<file path="src/rtl/jtopl_wrq_if.sv">
// Bus bundle between the host CPU write port, the write queue and the jtopl core.
// The slave side is the queue; the master side drives the CPU bus and observes the OPL bus.
interface jtopl_wrq_if;
    logic [7:0] cpu_din;
    logic       cpu_addr;
    logic       cpu_cs_n;
    logic       cpu_wr_n;
    logic       wait_n;
    logic       empty;
    logic       ovf;
    logic [7:0] opl_din;
    logic       opl_addr;
    logic       opl_cs_n;
    logic       opl_wr_n;

    modport master (
        output cpu_din, cpu_addr, cpu_cs_n, cpu_wr_n,
        input  wait_n, empty, ovf, opl_din, opl_addr, opl_cs_n, opl_wr_n
    );

    modport slave (
        input  cpu_din, cpu_addr, cpu_cs_n, cpu_wr_n,
        output wait_n, empty, ovf, opl_din, opl_addr, opl_cs_n, opl_wr_n
    );
endinterface

</file>
<file path="src/rtl/jtopl_wrq.sv">
// jtopl_wrq: queues CPU writes to the OPL ports and replays them paced by OPL recovery times.
// Macro JTOPL_WRQ_WAIT_EN: stall the CPU on a full queue instead of dropping the write.
module jtopl_wrq #(
    parameter int AW        = 3,
    parameter int ADDR_WAIT = 12,
    parameter int DATA_WAIT = 84
) (
    input  logic       clk,
    input  logic       rst_n,
    input  logic       cen,
    jtopl_wrq_if.slave bus
);
    localparam int DEPTH = 1 << AW;
    localparam int MAXW  = (ADDR_WAIT > DATA_WAIT) ? ADDR_WAIT : DATA_WAIT;
    localparam int CW    = (MAXW < 1) ? 1 : $clog2(MAXW + 1);

    typedef enum logic [1:0] {IDLE, STROBE, RECOV} state_t;

    state_t          state_q, state_d;
    logic [8:0]      mem_q [DEPTH];
    logic [AW-1:0]   wptr_q, rptr_q;
    logic [AW:0]     cnt_q, cnt_d;
    logic [CW-1:0]   rc_q, rc_d;
    logic [7:0]      din_q, din_d;
    logic            addr_q, addr_d;
    logic            strb_n_q, strb_n_d;
    logic            wr_q, ovf_q, ovf_d;
    logic            wr, wr_edge, full, push, pop;

    assign wr      = !bus.cpu_cs_n && !bus.cpu_wr_n;
    assign wr_edge = wr && !wr_q;
    // Count never exceeds DEPTH, so its top bit alone marks a full queue.
    assign full    = cnt_q[AW];
    assign pop     = (state_q == IDLE) && (cnt_q != '0);

`ifdef JTOPL_WRQ_WAIT_EN
    logic pend_q, push_req;

    // A write that met a full queue stays pending while the CPU keeps the strobe low.
    assign push_req   = wr && (wr_edge || pend_q);
    assign push       = push_req && (!full || pop);
    assign bus.wait_n = !(full && wr);
    assign ovf_d      = 1'b0;

    always_ff @(posedge clk or negedge rst_n) begin
        if (!rst_n) pend_q <= 1'b0;
        else        pend_q <= push_req && !push;
    end
`else
    assign push       = wr_edge && (!full || pop);
    assign bus.wait_n = 1'b1;
    assign ovf_d      = ovf_q || (wr_edge && full && !pop);
`endif

    always_ff @(posedge clk) begin
        if (push) mem_q[wptr_q] <= {bus.cpu_addr, bus.cpu_din};
    end

    always_comb begin
        cnt_d = cnt_q;
        if (push && !pop)      cnt_d = cnt_q + (AW+1)'(1);
        else if (pop && !push) cnt_d = cnt_q - (AW+1)'(1);
    end

    always_comb begin
        state_d  = state_q;
        rc_d     = rc_q;
        din_d    = din_q;
        addr_d   = addr_q;
        strb_n_d = strb_n_q;
        case (state_q)
            IDLE: begin
                if (pop) begin
                    {addr_d, din_d} = mem_q[rptr_q];
                    strb_n_d        = 1'b0;
                    state_d         = STROBE;
                end
            end
            STROBE: begin
                if (cen) begin
                    strb_n_d = 1'b1;
                    rc_d     = addr_q ? CW'(DATA_WAIT) : CW'(ADDR_WAIT);
                    state_d  = RECOV;
                end
            end
            RECOV: begin
                // A zero recovery still spends one clk here.
                if (rc_q == '0) begin
                    state_d = IDLE;
                end else if (cen) begin
                    rc_d = rc_q - CW'(1);
                    if (rc_q == CW'(1)) state_d = IDLE;
                end
            end
            default: state_d = IDLE;
        endcase
    end

    always_ff @(posedge clk or negedge rst_n) begin
        if (!rst_n) begin
            state_q  <= IDLE;
            wptr_q   <= '0;
            rptr_q   <= '0;
            cnt_q    <= '0;
            rc_q     <= '0;
            din_q    <= '0;
            addr_q   <= 1'b0;
            strb_n_q <= 1'b1;
            wr_q     <= 1'b0;
            ovf_q    <= 1'b0;
        end else begin
            state_q  <= state_d;
            cnt_q    <= cnt_d;
            rc_q     <= rc_d;
            din_q    <= din_d;
            addr_q   <= addr_d;
            strb_n_q <= strb_n_d;
            wr_q     <= wr;
            ovf_q    <= ovf_d;
            if (push) wptr_q <= wptr_q + AW'(1);
            if (pop)  rptr_q <= rptr_q + AW'(1);
        end
    end

    assign bus.empty    = (cnt_q == '0) && (state_q == IDLE);
    assign bus.ovf      = ovf_q;
    assign bus.opl_din  = din_q;
    assign bus.opl_addr = addr_q;
    assign bus.opl_cs_n = strb_n_q;
    assign bus.opl_wr_n = strb_n_q;
endmodule
</file>
<file path="src/flat_wrapper.sv">
// flat-port wrapper written by rule: the top's interface ports become plain ports
module jtopl_wrq_flat 
#(
    parameter int AW        = 3,
    parameter int ADDR_WAIT = 12,
    parameter int DATA_WAIT = 84
)
  (clk, rst_n, cen, bus_cpu_din, bus_cpu_addr, bus_cpu_cs_n, bus_cpu_wr_n, bus_wait_n, bus_empty, bus_ovf, bus_opl_din, bus_opl_addr, bus_opl_cs_n, bus_opl_wr_n);
  jtopl_wrq_if bus_i ();
  input  logic clk;
  input  logic rst_n;
  input  logic cen;
  input wire logic [$bits(bus_i.cpu_din)-1:0] bus_cpu_din;
  input wire logic [$bits(bus_i.cpu_addr)-1:0] bus_cpu_addr;
  input wire logic [$bits(bus_i.cpu_cs_n)-1:0] bus_cpu_cs_n;
  input wire logic [$bits(bus_i.cpu_wr_n)-1:0] bus_cpu_wr_n;
  output wire logic [$bits(bus_i.wait_n)-1:0] bus_wait_n;
  output wire logic [$bits(bus_i.empty)-1:0] bus_empty;
  output wire logic [$bits(bus_i.ovf)-1:0] bus_ovf;
  output wire logic [$bits(bus_i.opl_din)-1:0] bus_opl_din;
  output wire logic [$bits(bus_i.opl_addr)-1:0] bus_opl_addr;
  output wire logic [$bits(bus_i.opl_cs_n)-1:0] bus_opl_cs_n;
  output wire logic [$bits(bus_i.opl_wr_n)-1:0] bus_opl_wr_n;
  assign bus_i.cpu_din = bus_cpu_din;
  assign bus_i.cpu_addr = bus_cpu_addr;
  assign bus_i.cpu_cs_n = bus_cpu_cs_n;
  assign bus_i.cpu_wr_n = bus_cpu_wr_n;
  assign bus_wait_n = bus_i.wait_n;
  assign bus_empty = bus_i.empty;
  assign bus_ovf = bus_i.ovf;
  assign bus_opl_din = bus_i.opl_din;
  assign bus_opl_addr = bus_i.opl_addr;
  assign bus_opl_cs_n = bus_i.opl_cs_n;
  assign bus_opl_wr_n = bus_i.opl_wr_n;
  jtopl_wrq #(.AW(AW), .ADDR_WAIT(ADDR_WAIT), .DATA_WAIT(DATA_WAIT)) u_core (.clk(clk), .rst_n(rst_n), .cen(cen), .bus(bus_i));
endmodule
</file>
<file path="config.mk">
export PLATFORM = sky130hd
export DESIGN_NAME = jtopl_wrq_flat
export DESIGN_NICKNAME = d
export VERILOG_FILES = /design/src/rtl/jtopl_wrq_if.sv /design/src/rtl/jtopl_wrq.sv /design/src/flat_wrapper.sv
export SDC_FILE = /design/constraint.sdc
export NUM_CORES = 1
export LEC_CHECK = 0
export ABC_CLOCK_PERIOD_IN_PS = 3200
export BUFFER_PORTS_ARGS = -buffer_cell sky130_fd_sc_hd__buf_4
export CAP_MARGIN = 20
export CORE_UTILIZATION = 30
export CTS_CLUSTER_SIZE = 14
export DETAILED_ROUTE_END_ITERATION = 6
export GPL_TIMING_DRIVEN = 0
export PLACE_DENSITY = 0.43
export SLEW_MARGIN = 5
export SYNTH_ARGS = -nofsm -noshare
export SYNTH_HDL_FRONTEND = slang
export SYNTH_SLANG_ARGS = --single-unit
export TNS_END_PERCENT = 50
</file>
<file path="constraint.sdc">
create_clock -name clk -period 3.2 [get_ports clk]
set_clock_uncertainty 0.1 [all_clocks]
set_input_delay 0.16 -clock clk [delete_from_list [all_inputs] [get_ports clk]]
set_output_delay 0.16 -clock clk [all_outputs]
set_load 0.02 [all_outputs]
</file>
==> results.py <==
metrics = {
    "outcome": {
        "status": "complete, no violations",
    },
    "routing": {
        "first_iter_violations": 150,
        "post-route-drc-count": 0,
        "via_count": 2488,
        "wire_per_inst_um": 17.8,
        "via_per_inst": 4.80,
        "wl_mm": 9.24,
        "ant_nets": 0,
        "drt_first_pass_iters": 4,
    },
    "placed_design": {
        "place_hpwl_mm": 5.94,
        "pre_cts_slack_ns": 0.0567,
        "post_dp_cell_area_um2": 4880,
        "gp_congestion": 0.710,
        "port_buffers": 26,
    },
    "worst_setup_path": {
        "crit_top_cell": "ha_1",
        "cpPeakStageDelay_ns": 0.46,
        "cp_data_required_time_ns": 3.32,
        "ff2ff_path_depth": 10,
        "cp_max_fo": 10,
        "crit_buf_inv": 3,
        "timing.rr.start": "u_core.cnt_q[0]",
        "crit_chain": "nor4_2 -> or3_1 -> buf_2 -> clkbuf_4 -> ha_1 -> inv_1 -> ha_1 -> a21o_1 -> a2111oi_1 -> o31ai_1",
        "r2r-end": "u_core.cnt_q[3]",
        "critPathSlowestCell": "dfrtp_1",
        "worst-r2r-setup-slack_ns": 0.29,
        "critPathKind": "register to register",
        "end_kind": "register",
        "critPathArrivalTime_ns": 3.03,
        "crit_path_start_kind": "register",
        "path_delay_family": "compound AO/OA/AOI/OAI gates",
    },
    "logic_synthesis": {
        "synthSimpleGateAreaFrac_pct": 7.27,
        "synth_cells": 280,
        "syn-num-nets": 303,
        "synthMuxAreaShare_pct": 12.2,
        "yosys.area.top_type": "edfxtp_1",
        "ys_async_sr_fraction_pct": 30.1,
        "ys_warn_count": 0,
        "synth_top_area_share_pct": 49.1,
        "synthAdderAreaFrac_pct": 2.73,
        "synth_top_family_by_area": "multiplexers",
        "synth_compound_gate_area_share_pct": 7.24,
        "syn_area_per_cell_um2": 15.7,
        "synth_xor_area_share_pct": 1.19,
        "syn_area_um2": 4410,
        "synth_most_common_cell": "edfxtp_1",
        "ys_seq_area_share_pct": 66.7,
        "synthDistinctLibCells": 53,
        "synth-edff-count": 72,
        "ys.flop_type": "edfxtp_1",
        "ys_top_cells_by_area": "edfxtp_1 49%, dfrtp_1 17%, mux4_2 9.2%",
        "ys_ff_latch": 103,
        "yosys-top-cells-count": "72 x edfxtp_1, 30 x dfrtp_1, 20 x nand2_1",
    },
    "layout": {
        "n_antenna_cell": 0,
        "drive_gt1_share_pct": 25.1,
        "final_nets": 356,
        "area_delta_synth_final_pct": 20.9,
        "final_area_um2": 5330,
        "fill_cells": 1338,
    },
    "power_and_ir_drop": {
        "ir_drop_uv": 350,
        "total_power_mw": 4.76,
        "power_leakage_nw": 1.93,
        "power_density_nw_per_um2": 894,
    },
    "min_path": {
        "min_path_type": "input pin to register",
        "hold_end": "u_core.state_q[0]",
        "hold_start": "cen",
        "whs_path_depth": 4,
    },
    "clock_network": {
        "postCtsSetupBuffers": 0,
        "clk_pin_slew_ns": 0.06,
        "clk_path_buf_depth": 2,
        "cts_sinks": 103,
        "htreeDepth": 3,
        "cts_buffers": 9,
        "insertion_delay_ns": 0.35,
        "cts_tree": "done",
        "cts_root_buf": "clkbuf_16",
    },
    "global_route": {
        "antenna_found_initial": 0,
        "grt_start_max_net_pins": 32,
        "grt-ovfl-total": 0,
        "grt_pass1_vias": 2406,
        "grt_usage_pct": 13.5,
        "grt_pass1_wl_mm": 14.4,
    },
    "die": {
        "dieArea_um2": 15200,
        "placeableCoreArea_um2": 14100,
        "start_util_pct": 31.3,
        "die_height_um": 123,
        "chipWidth_um": 123,
        "num_rows": 43,
        "boundaryPins": 28,
    },
    "sta": {
        "timing.fmax_ghz": 0.344,
        "rsz0062_at_grt": "false",
        "hold_violations": 0,
        "hold_ws_ns": 0.0627,
        "tightest_slew_ns": 1.10,
        "setup_violations": 0,
        "finalSetupTns_ns": 0,
        "slew_headroom_pct": 26.1,
        "slew_viol_final": 0,
        "period_share_pct": 90.8,
        "min_period_ns": 2.91,
        "timing.final.ws_setup_ns": 0.294,
    },
    "job": {
        "maxCapViolCount": 0,
    },
}
per-layer routing:
| metal | up-vias | wire length [um] | GRT usage (%) |
|---|---|---|---|
| met5 | - | 24 | 0 |
| li1 | 1184 | - | - |
| met2 | 33 | 4420 | 21.0 |
| met4 | 2 | 153 | 5.87 |
| met3 | 11 | 208 | 3.18 |
| met1 | 1258 | 4430 | 18.1 |
kinds of logic after synthesis:
kind of cell | after synthesis
adders and majority gates | 9
and+or+nand+nor | 63
xor gates and xnor gates | 6
DFF | 103
AOI/OAI and AO/OA | 47
muxes | 31
buffers and inverters | 20
other | 1
state kept, by name (all words and copies together), names as in the netlist:
| register | flops |
|---|---|
| u_core.wr_q | 1 |
| u_core.bus.ovf | 1 |
| u_core.mem_q | 72 |
| u_core.rc_q | 7 |
| u_core.bus.opl_cs_n | 1 |
| u_core.state_q | 2 |
| u_core.rptr_q | 3 |
| u_core.bus.opl_addr | 1 |
| u_core.bus.opl_din | 8 |
| u_core.wptr_q | 3 |
| u_core.cnt_q | 4 |
cell usage in the layout, fill, tap and decap left out, types with 3 or more instances in the layout:
cell	count
nor3_1	5
o21ai_0	10
xnor2_1	4
ha_1	8
dlygate4sd3_1	12
mux2i_1	10
clkbuf_1	5
nand2b_1	5
nand2_1	20
nor2b_1	3
dfrtp_1	30
clkbuf_16	9
nor2_1	13
a21oi_1	4
inv_1	5
buf_6	6
mux4_2	18
buf_4	30
o21ai_1	12
edfxtp_1	72
buf_2	4
power breakdown:
group / internal, mW / switching (mW) / total (mW) / leakage [nW]
logic: 0.786 / 0.878 / 1.66 / 0.761
registers: 1.68 / 0.243 / 1.92 / 1.02
clock network: 0.691 / 0.486 / 1.18 / 0.151
worst max path at each step:
| stage | from | endpoint | slack (ns) | depth (start not counted) |
|---|---|---|---|---|
| 6_report | u_core.cnt_q[0] | u_core.cnt_q[3] | 0.29 | 10 |
| 5_1_grt | u_core.cnt_q[1] | u_core.cnt_q[3] | 0.03 | 10 |
| 4_1_cts | u_core.cnt_q[0] | u_core.cnt_q[3] | 0.04 | 10 |
| 3_5_place_dp | u_core.cnt_q[0] | u_core.cnt_q[3] | 0.06 | 10 |
| 3_3_place_gp | u_core.cnt_q[0] | u_core.cnt_q[3] | 0.08 | 10 |
| 2_1_floorplan | u_core.cnt_q[0] | u_core.cnt_q[3] | 0.59 | 10 |
per-stage QoR:
| step | utilization, % | std cells |
|---|---|---|
| after global placement | 34.2 | 486 |
| final | 37.8 | 518 |
| after global routing | 37.8 | 518 |
| after CTS | 37.7 | 518 |
| after floorplan | - | 280 |
| after detailed placement | 34.6 | 490 |
repair_timing:
item,CTS,global route
hold buffers,12,0
endpoints found under the hold margin,103,0
resized for setup,0,3
endpoints found under the setup margin,0,1
worst min-delay path, delay by kind of cell:
family / cells / cell delay, ns
and+or+nand+nor: 2 / 0.13
buffers and inverters: 1 / 0.10
AOI/OAI and AO/OA: 1 / 0.09
cell type report:
type	count	area, um2	share of cell area (%)
Multi-Input combinational cell	157	1370	25.8
Buffer	15	96.3	1.81
Tap cell	180	225	4.23
Inverter	5	18.8	0.352
Clock inverter	4	77.6	1.46
Clock buffer	12	236	4.44
Sequential cell	103	2940	55.2
Timing Repair Buffer	42	360	6.77
Power figures use the tool's default switching activity.
